--- src/rtl/core_pkg.sv ---
// Shared types for the TOY core fetch front end: address/instruction words,
// queue entry layout, and the fetch FSM state encoding.
package core_pkg;

  typedef logic [7:0]  addr_t;
  typedef logic [15:0] instr_t;

  typedef struct packed {
    addr_t  pc;
    instr_t instr;
  } fetch_entry_t;

  localparam addr_t RESET_PC_DEFAULT = 8'h10;

  typedef enum logic {
    IDLE  = 1'b0,
    FETCH = 1'b1
  } fetch_state_e;

endpackage

--- src/rtl/core_fetch_queue.sv ---
// Circular instruction queue: pushes up to FETCH_W entries and pops up to
// ISSUE_W entries per cycle; flush_i empties it on the next edge.
module core_fetch_queue
  import core_pkg::*;
#(
  parameter int unsigned FETCH_W = 2,
  parameter int unsigned ISSUE_W = 2,
  parameter int unsigned DEPTH   = 8
) (
  input  logic                               clk_i,
  input  logic                               rst_ni,
  input  logic                               flush_i,
  input  logic [$clog2(FETCH_W+1)-1:0]       push_cnt_i,
  input  fetch_entry_t [FETCH_W-1:0]         push_data_i,
  input  logic [$clog2(ISSUE_W+1)-1:0]       pop_cnt_i,
  output fetch_entry_t [ISSUE_W-1:0]         head_o,
  output logic [$clog2(DEPTH+1)-1:0]         count_o
);

  localparam int AW = $clog2(DEPTH);
  localparam int CW = $clog2(DEPTH+1);

  fetch_entry_t   mem_q [DEPTH];
  logic [AW-1:0]  head_q, head_d, tail_q, tail_d;
  logic [CW-1:0]  count_q, count_d;

  // Pointers wrap naturally because DEPTH is a power of two.
  always_comb begin
    head_d  = head_q + AW'(pop_cnt_i);
    tail_d  = tail_q + AW'(push_cnt_i);
    count_d = count_q + CW'(push_cnt_i) - CW'(pop_cnt_i);
    if (flush_i) begin
      head_d  = '0;
      tail_d  = '0;
      count_d = '0;
    end
  end

  always_ff @(posedge clk_i or negedge rst_ni) begin
    if (!rst_ni) begin
      head_q  <= '0;
      tail_q  <= '0;
      count_q <= '0;
    end else begin
      head_q  <= head_d;
      tail_q  <= tail_d;
      count_q <= count_d;
    end
  end

  always_ff @(posedge clk_i) begin
    if (!flush_i) begin
      for (int i = 0; i < FETCH_W; i++) begin
        if (i < int'(push_cnt_i)) mem_q[tail_q + AW'(i)] <= push_data_i[i];
      end
    end
  end

  always_comb begin
    for (int j = 0; j < ISSUE_W; j++) head_o[j] = mem_q[head_q + AW'(j)];
  end

  assign count_o = count_q;

endmodule

--- src/rtl/core_fetch.sv ---
// Instruction-fetch front end: group reads from memory lanes into a queue and
// in-order issue to decode. Optional CORE_FETCH_BYPASS_EN gives 0-cycle latency.
module core_fetch
  import core_pkg::*;
#(
  parameter int unsigned FETCH_W     = 2,
  parameter int unsigned ISSUE_W     = 2,
  parameter int unsigned QUEUE_DEPTH = 8,
  parameter addr_t       RESET_PC    = RESET_PC_DEFAULT
) (
  input  logic                               clk_i,
  input  logic                               rst_ni,
  input  logic                               exec_i,
  input  logic                               pc_wen_i,
  input  logic [7:0]                         pc_i,
  output logic [7:0]                         pc_o,
  input  logic                               redirect_i,
  input  logic [7:0]                         redirect_pc_i,
  output logic [FETCH_W-1:0]                 mem_val_o,
  output logic [8*FETCH_W-1:0]               mem_addr_o,
  input  logic [FETCH_W-1:0]                 mem_rdy_i,
  input  logic [16*FETCH_W-1:0]              mem_data_i,
  output logic [ISSUE_W-1:0]                 instr_val_o,
  output logic [16*ISSUE_W-1:0]              instr_data_o,
  output logic [8*ISSUE_W-1:0]               instr_pc_o,
  input  logic [$clog2(ISSUE_W+1)-1:0]       deq_cnt_i,
  output logic [$clog2(QUEUE_DEPTH+1)-1:0]   q_count_o,
  output fetch_state_e                       dbg_state_o
);

  localparam int DW = $clog2(ISSUE_W+1);
  localparam int CW = $clog2(QUEUE_DEPTH+1);
  localparam int PW = $clog2(FETCH_W+1);
  localparam int NW = CW + 2;

  // Handshake: a memory lane transfers when mem_val_o[i] && mem_rdy_i[i]; data
  // is valid in that same cycle and the address is held until the transfer.
  fetch_state_e                state_q, state_d;
  addr_t                       pc_q, pc_d, grp_pc_q, grp_pc_d;
  logic [FETCH_W-1:0]          done_q, done_d, accept;
  instr_t [FETCH_W-1:0]        data_q, data_d;
  fetch_entry_t [FETCH_W-1:0]  grp_entry, push_data;
  fetch_entry_t [ISSUE_W-1:0]  head;
  logic [CW-1:0]               count;
  logic [PW-1:0]               push_cnt;
  logic [DW-1:0]               pop_cnt;
  logic [NW-1:0]               count_next;
  logic                        flush, fetching, grp_done, complete, bypass, space_ok;

  assign flush    = pc_wen_i | redirect_i;
  assign fetching = (state_q == FETCH);
  assign accept   = fetching ? (~done_q & mem_rdy_i) : '0;
  assign grp_done = fetching & (&(done_q | mem_rdy_i));
  assign complete = grp_done & ~flush;

  always_comb begin
    for (int i = 0; i < FETCH_W; i++) begin
      grp_entry[i].pc      = grp_pc_q + addr_t'(i);
      grp_entry[i].instr   = done_q[i] ? data_q[i] : mem_data_i[16*i +: 16];
      mem_val_o[i]         = fetching & ~done_q[i];
      mem_addr_o[8*i +: 8] = fetching ? grp_entry[i].pc : '0;
    end
  end

`ifdef CORE_FETCH_BYPASS_EN
  localparam int BYP_W = (FETCH_W < ISSUE_W) ? FETCH_W : ISSUE_W;
  assign bypass = complete && (count == '0);
`else
  assign bypass = 1'b0;
`endif

  // Occupancy after this edge; a started group always has room reserved.
  assign count_next = NW'(count) + (complete ? NW'(FETCH_W) : '0) - NW'(deq_cnt_i);
  assign space_ok   = (count_next + NW'(FETCH_W)) <= NW'(QUEUE_DEPTH);

  always_comb begin
    push_data = grp_entry;
    push_cnt  = complete ? PW'(FETCH_W) : '0;
    pop_cnt   = deq_cnt_i;
`ifdef CORE_FETCH_BYPASS_EN
    if (bypass) begin
      pop_cnt  = '0;
      push_cnt = PW'(FETCH_W) - PW'(deq_cnt_i);
      for (int i = 0; i < FETCH_W; i++) begin
        push_data[i] = (i + int'(deq_cnt_i) < FETCH_W) ? grp_entry[i + int'(deq_cnt_i)] : '0;
      end
    end
`endif
  end

  always_comb begin
    state_d  = state_q;
    pc_d     = pc_q;
    grp_pc_d = grp_pc_q;
    done_d   = done_q;
    data_d   = data_q;
    if (flush) begin
      state_d = IDLE;
      pc_d    = pc_wen_i ? pc_i : redirect_pc_i;
      done_d  = '0;
    end else begin
      unique case (state_q)
        IDLE: begin
          if (exec_i && space_ok) begin
            state_d  = FETCH;
            grp_pc_d = pc_q;
            done_d   = '0;
          end
        end
        FETCH: begin
          for (int i = 0; i < FETCH_W; i++) begin
            if (accept[i]) data_d[i] = mem_data_i[16*i +: 16];
          end
          done_d = done_q | accept;
          if (grp_done) begin
            pc_d   = pc_q + addr_t'(FETCH_W);
            done_d = '0;
            if (exec_i && space_ok) grp_pc_d = pc_q + addr_t'(FETCH_W);
            else                    state_d  = IDLE;
          end
        end
        default: state_d = IDLE;
      endcase
    end
  end

  always_ff @(posedge clk_i or negedge rst_ni) begin
    if (!rst_ni) begin
      state_q  <= IDLE;
      pc_q     <= RESET_PC;
      grp_pc_q <= RESET_PC;
      done_q   <= '0;
      data_q   <= '0;
    end else begin
      state_q  <= state_d;
      pc_q     <= pc_d;
      grp_pc_q <= grp_pc_d;
      done_q   <= done_d;
      data_q   <= data_d;
    end
  end

  core_fetch_queue #(
    .FETCH_W (FETCH_W),
    .ISSUE_W (ISSUE_W),
    .DEPTH   (QUEUE_DEPTH)
  ) u_queue (
    .clk_i       (clk_i),
    .rst_ni      (rst_ni),
    .flush_i     (flush),
    .push_cnt_i  (push_cnt),
    .push_data_i (push_data),
    .pop_cnt_i   (pop_cnt),
    .head_o      (head),
    .count_o     (count)
  );

  for (genvar j = 0; j < ISSUE_W; j++) begin : g_out
    fetch_entry_t out_e;
    logic         out_v;
`ifdef CORE_FETCH_BYPASS_EN
    fetch_entry_t byp_e;
    if (j < FETCH_W) begin : g_byp
      assign byp_e = grp_entry[j];
    end else begin : g_nobyp
      assign byp_e = '0;
    end
    assign out_v = bypass ? (j < BYP_W) : (count > CW'(j));
    assign out_e = bypass ? byp_e : head[j];
`else
    assign out_v = count > CW'(j);
    assign out_e = head[j];
`endif
    assign instr_val_o[j]          = out_v;
    assign instr_data_o[16*j +: 16] = out_v ? out_e.instr : '0;
    assign instr_pc_o[8*j +: 8]     = out_v ? out_e.pc : '0;
  end

  assign pc_o        = pc_q;
  assign q_count_o   = count;
  assign dbg_state_o = state_q;

  // The consumer may never take more instructions than are shown valid.
  always @(posedge clk_i) begin
    if (rst_ni) assert (int'(deq_cnt_i) <= $countones(instr_val_o));
  end

endmodule

--- config.mk ---
export PLATFORM = sky130hd
export DESIGN_NAME = core_fetch
export DESIGN_NICKNAME = d
export VERILOG_FILES = /design/src/rtl/core_pkg.sv /design/src/rtl/core_fetch_queue.sv /design/src/rtl/core_fetch.sv
export SDC_FILE = /design/constraint.sdc
export NUM_CORES = 1
export LEC_CHECK = 0
export ABC_AREA = 1
export ABC_CLOCK_PERIOD_IN_PS = 5850
export CORE_UTILIZATION = 45
export DETAILED_ROUTE_END_ITERATION = 7
export PLACE_DENSITY = 0.69
export SLEW_MARGIN = 30
export SYNTH_ARGS = -nofsm -noshare
export SYNTH_HDL_FRONTEND = slang
export SYNTH_SLANG_ARGS = --single-unit
--- constraint.sdc ---
create_clock -name clk_i -period 5.85 [get_ports clk_i]
set_clock_uncertainty 0.15 [all_clocks]
set_input_delay 0.585 -clock clk_i [delete_from_list [all_inputs] [get_ports clk_i]]
set_output_delay 0.585 -clock clk_i [all_outputs]
set_load 0.02 [all_outputs]
==> run metrics <==
Fmax=206 MHz; Leak=6.59 nW; minimum clock period=4.85 ns; FFs w/ async S/R, synth=23.8%; final setup margin=0.999 ns; CTS resizes=0; number of synthesized flops with an enable pin=192; TritonRoute pass-1 iters=8; highest metal used=met4; Die Width=180 um; HP Class=input port to asynchronous set/reset pin; failing checks=design-rule violations; Crit Path Category=flop to output pin; Placed Cells=2123; maximum vdd drop=0.171 mV; non-filler cells, final=2171; WP data required=5.12 ns; clock share of power=35.7%; hold_buf cts=0; synthesized flop and latch total=252; I/O Pins=138; RSZ-0062 raised after global routing=no; Distinct cells, synth=36; Sum Neg Setup Slack=0 ns; root buffer cell=clkbuf_16; Worst-Margin Slew=1.03 ns; top cells by area, synth=edfxtp_1, o21ai_0, dfrtp_1; Final Max Tran Viols=0; routed len/inst=18.6 um; Routed Antenna Nets=0; CTS max path bufs=3; DRC violations left=4; Seq pwr share=45.3%; cells after synthesis=1704; max capacitance violation total=0; layout cells sized above 1=5.92%; Ant. Diodes=0; clk sinks=252; final hold vios=0; CP Launch Type=flop; Congestion Overflow GR=0; Initial Util=46.1%; P_sw=0.00140 W; post-DP HPWL=25400 um; Place WS=1.60 ns; final setup violation count=0; dominant synthesized flop cell=edfxtp_1; CTS Buf Count=26; Routability Congestion=0.850; syn nets=1781; CP arrival=4.12 ns; WL met3=3730 um; all-layer global routing usage=25.0%; Crit. End Element=output pin; Synth top area share=40.6%; H-tree Lvls=1; Worst-path clk slew=0.06 ns; largest net degree at the start of global routing=148; Core Box Area=0.0308 mm2; worst skew pair latency=0.54 ns; DR vias/cell=5.64; final period utilization=82.9%; Finished Core Util=53.7%; Synth Cell Area=0.0142 mm2; initial antenna violation count=0; Pint=0.00343 W; crit-path max FO=147; PwrDens=292 mW/mm2; first-pass GRT wire length=63700 um; YS warnings=0; Synth Area per Inst=8.34 um2; Slew HR=30.5%; P&R area growth vs syn=16.5%; I/O Buffers=137; metal2 WL=18500 um; Synth area leader=edfxtp_1; post-CTS setup buffer count=0; CTS tree=yes; worst hold slack=0.0897 ns; Logic pwr share=19.0%; Metal-1 WL=17300 um; Die Area=0.0323 mm2; sequential fraction of the synthesis area=51.2%; 1st-iter DRT viols=1333; switching part of the total=29.0%; status=finished, violations left; Routed WL=40400 um; final net count=1832; vias in the first global route=11500; die height=180 um; # rows=64; Via Count=12200
[critical path, cell delays in order, from the launching register on]
cell and delay (ns):
dfrtp_2 0.73, inv_6 0.80, buf_4 0.59, a21oi_1 0.14
o21ai_0 0.13, a21oi_1 0.09, nor2_1 0.36, clkdlybuf4s50_1 0.68
[flip-flops by register name, indices dropped and copies added (netlist names)]
| register | count |
|---|---|
| pc_o | 8 |
| u_queue.tail_q | 2 |
| done_q | 2 |
| data_q | 32 |
| grp_pc_q | 8 |
| dbg_state_o | 1 |
| u_queue.head_q | 3 |
| u_queue.count_o | 4 |
| u_queue.mem_q | 192 |
[final cells by class]
cell class              instances  area [um2]
clock buffers                  34         712
clock inverters                14         163
fillers                      2738       14300
inverters                     145         554
multi-input cells            1170        5790
flip-flops and latches        252        7270
well taps                     396         495
repair buffers                160        1560
[layout by cell type (no fill, tap or decap), types with 2 or more instances in the layout]
cell type	instances
nor2_2	2
bufinv_16	4
xor2_1	9
a21oi_1	124
inv_1	137
clkbuf_16	27
clkinv_2	4
clkinv_1	8
dfrtp_1	56
o21ai_2	18
inv_4	2
o21ai_1	90
xnor2_1	5
nor2_1	201
clkdlybuf4s50_1	136
nand4_1	11
edfxtp_1	192
nand3_1	17
nand2_1	286
nor3_2	4
inv_2	3
ha_1	15
o221ai_1	5
clkbuf_1	6
nor3_4	4
a31oi_1	2
o21ai_0	336
dfrtp_2	2
fa_1	4
buf_4	22
o211ai_1	28
dfstp_2	2
[per-layer routing]
metal	global-route usage, %	up-vias
met5	0	-
met4	7.48	0
met3	3.75	68
met2	40.1	597
met1	35.2	5676
li1	-	5908
[metrics by stage]
| step | instance area [um2] | power, W |
|---|---|---|
| floorplan | 14200 | 0.00277 |
| finish | 16500 | 0.00483 |
| global placement | 15600 | 0.00310 |
| global route | 16500 | 0.00502 |
| CTS | 16500 | 0.00483 |
| detailed placement | 15700 | 0.00313 |
[synth_stat cells, types with 5 or more instances]
library cell,number
ha_1,16
o21ai_0,338
xnor2_1,6
o211ai_1,28
o21ai_1,89
dfrtp_1,58
clkbuf_1,99
nand3_1,18
buf_2,17
nand2_1,286
o21ai_2,18
edfxtp_1,192
buf_1,5
xor2_1,9
nand4_1,11
buf_6,14
a21oi_1,124
inv_1,138
o221ai_1,5
nor2_1,201
[power groups by stage]
stage | clock network, W | logic, W | registers [W]
global placement | 0 | 0.000883 | 0.00221
finish | 0.00172 | 0.000918 | 0.00219
CTS | 0.00173 | 0.000917 | 0.00218
floorplan | 0 | 0.000641 | 0.00213
detailed placement | 0 | 0.000913 | 0.00222
global route | 0.00180 | 0.00102 | 0.00220
[kinds of logic after synthesis]
group	synth area share, %
compound gates	22.5
buf+inv	8.43
fa+ha+maj	1.97
xor+xnor	0.925
flops	51.2
simple gates	15.0
[final timing paths]
check	from	end	slack [ns]	cells after the start
min in group clk_i	data_q[19]$_DFFE_PN0P_	data_q[19]$_DFFE_PN0P_	0.33	2
worst min-delay path	rst_ni	data_q[24]$_DFFE_PN0P_	0.09	2
max in group asynchronous	rst_ni	u_queue.head_q[1]$_DFF_PN0_	4.82	2
worst max-delay path	u_queue.head_q[0]$_DFF_PN0_	instr_data_o[18]	1.0	7
worst min register to register	data_q[19]$_DFFE_PN0P_	data_q[19]$_DFFE_PN0P_	0.33	2
worst max register to register	done_q[1]$_DFFE_PN0P_	grp_pc_q[7]$_DFFE_PN0P_	2.49	13
Note: power is estimated with default switching activity, not from simulation.
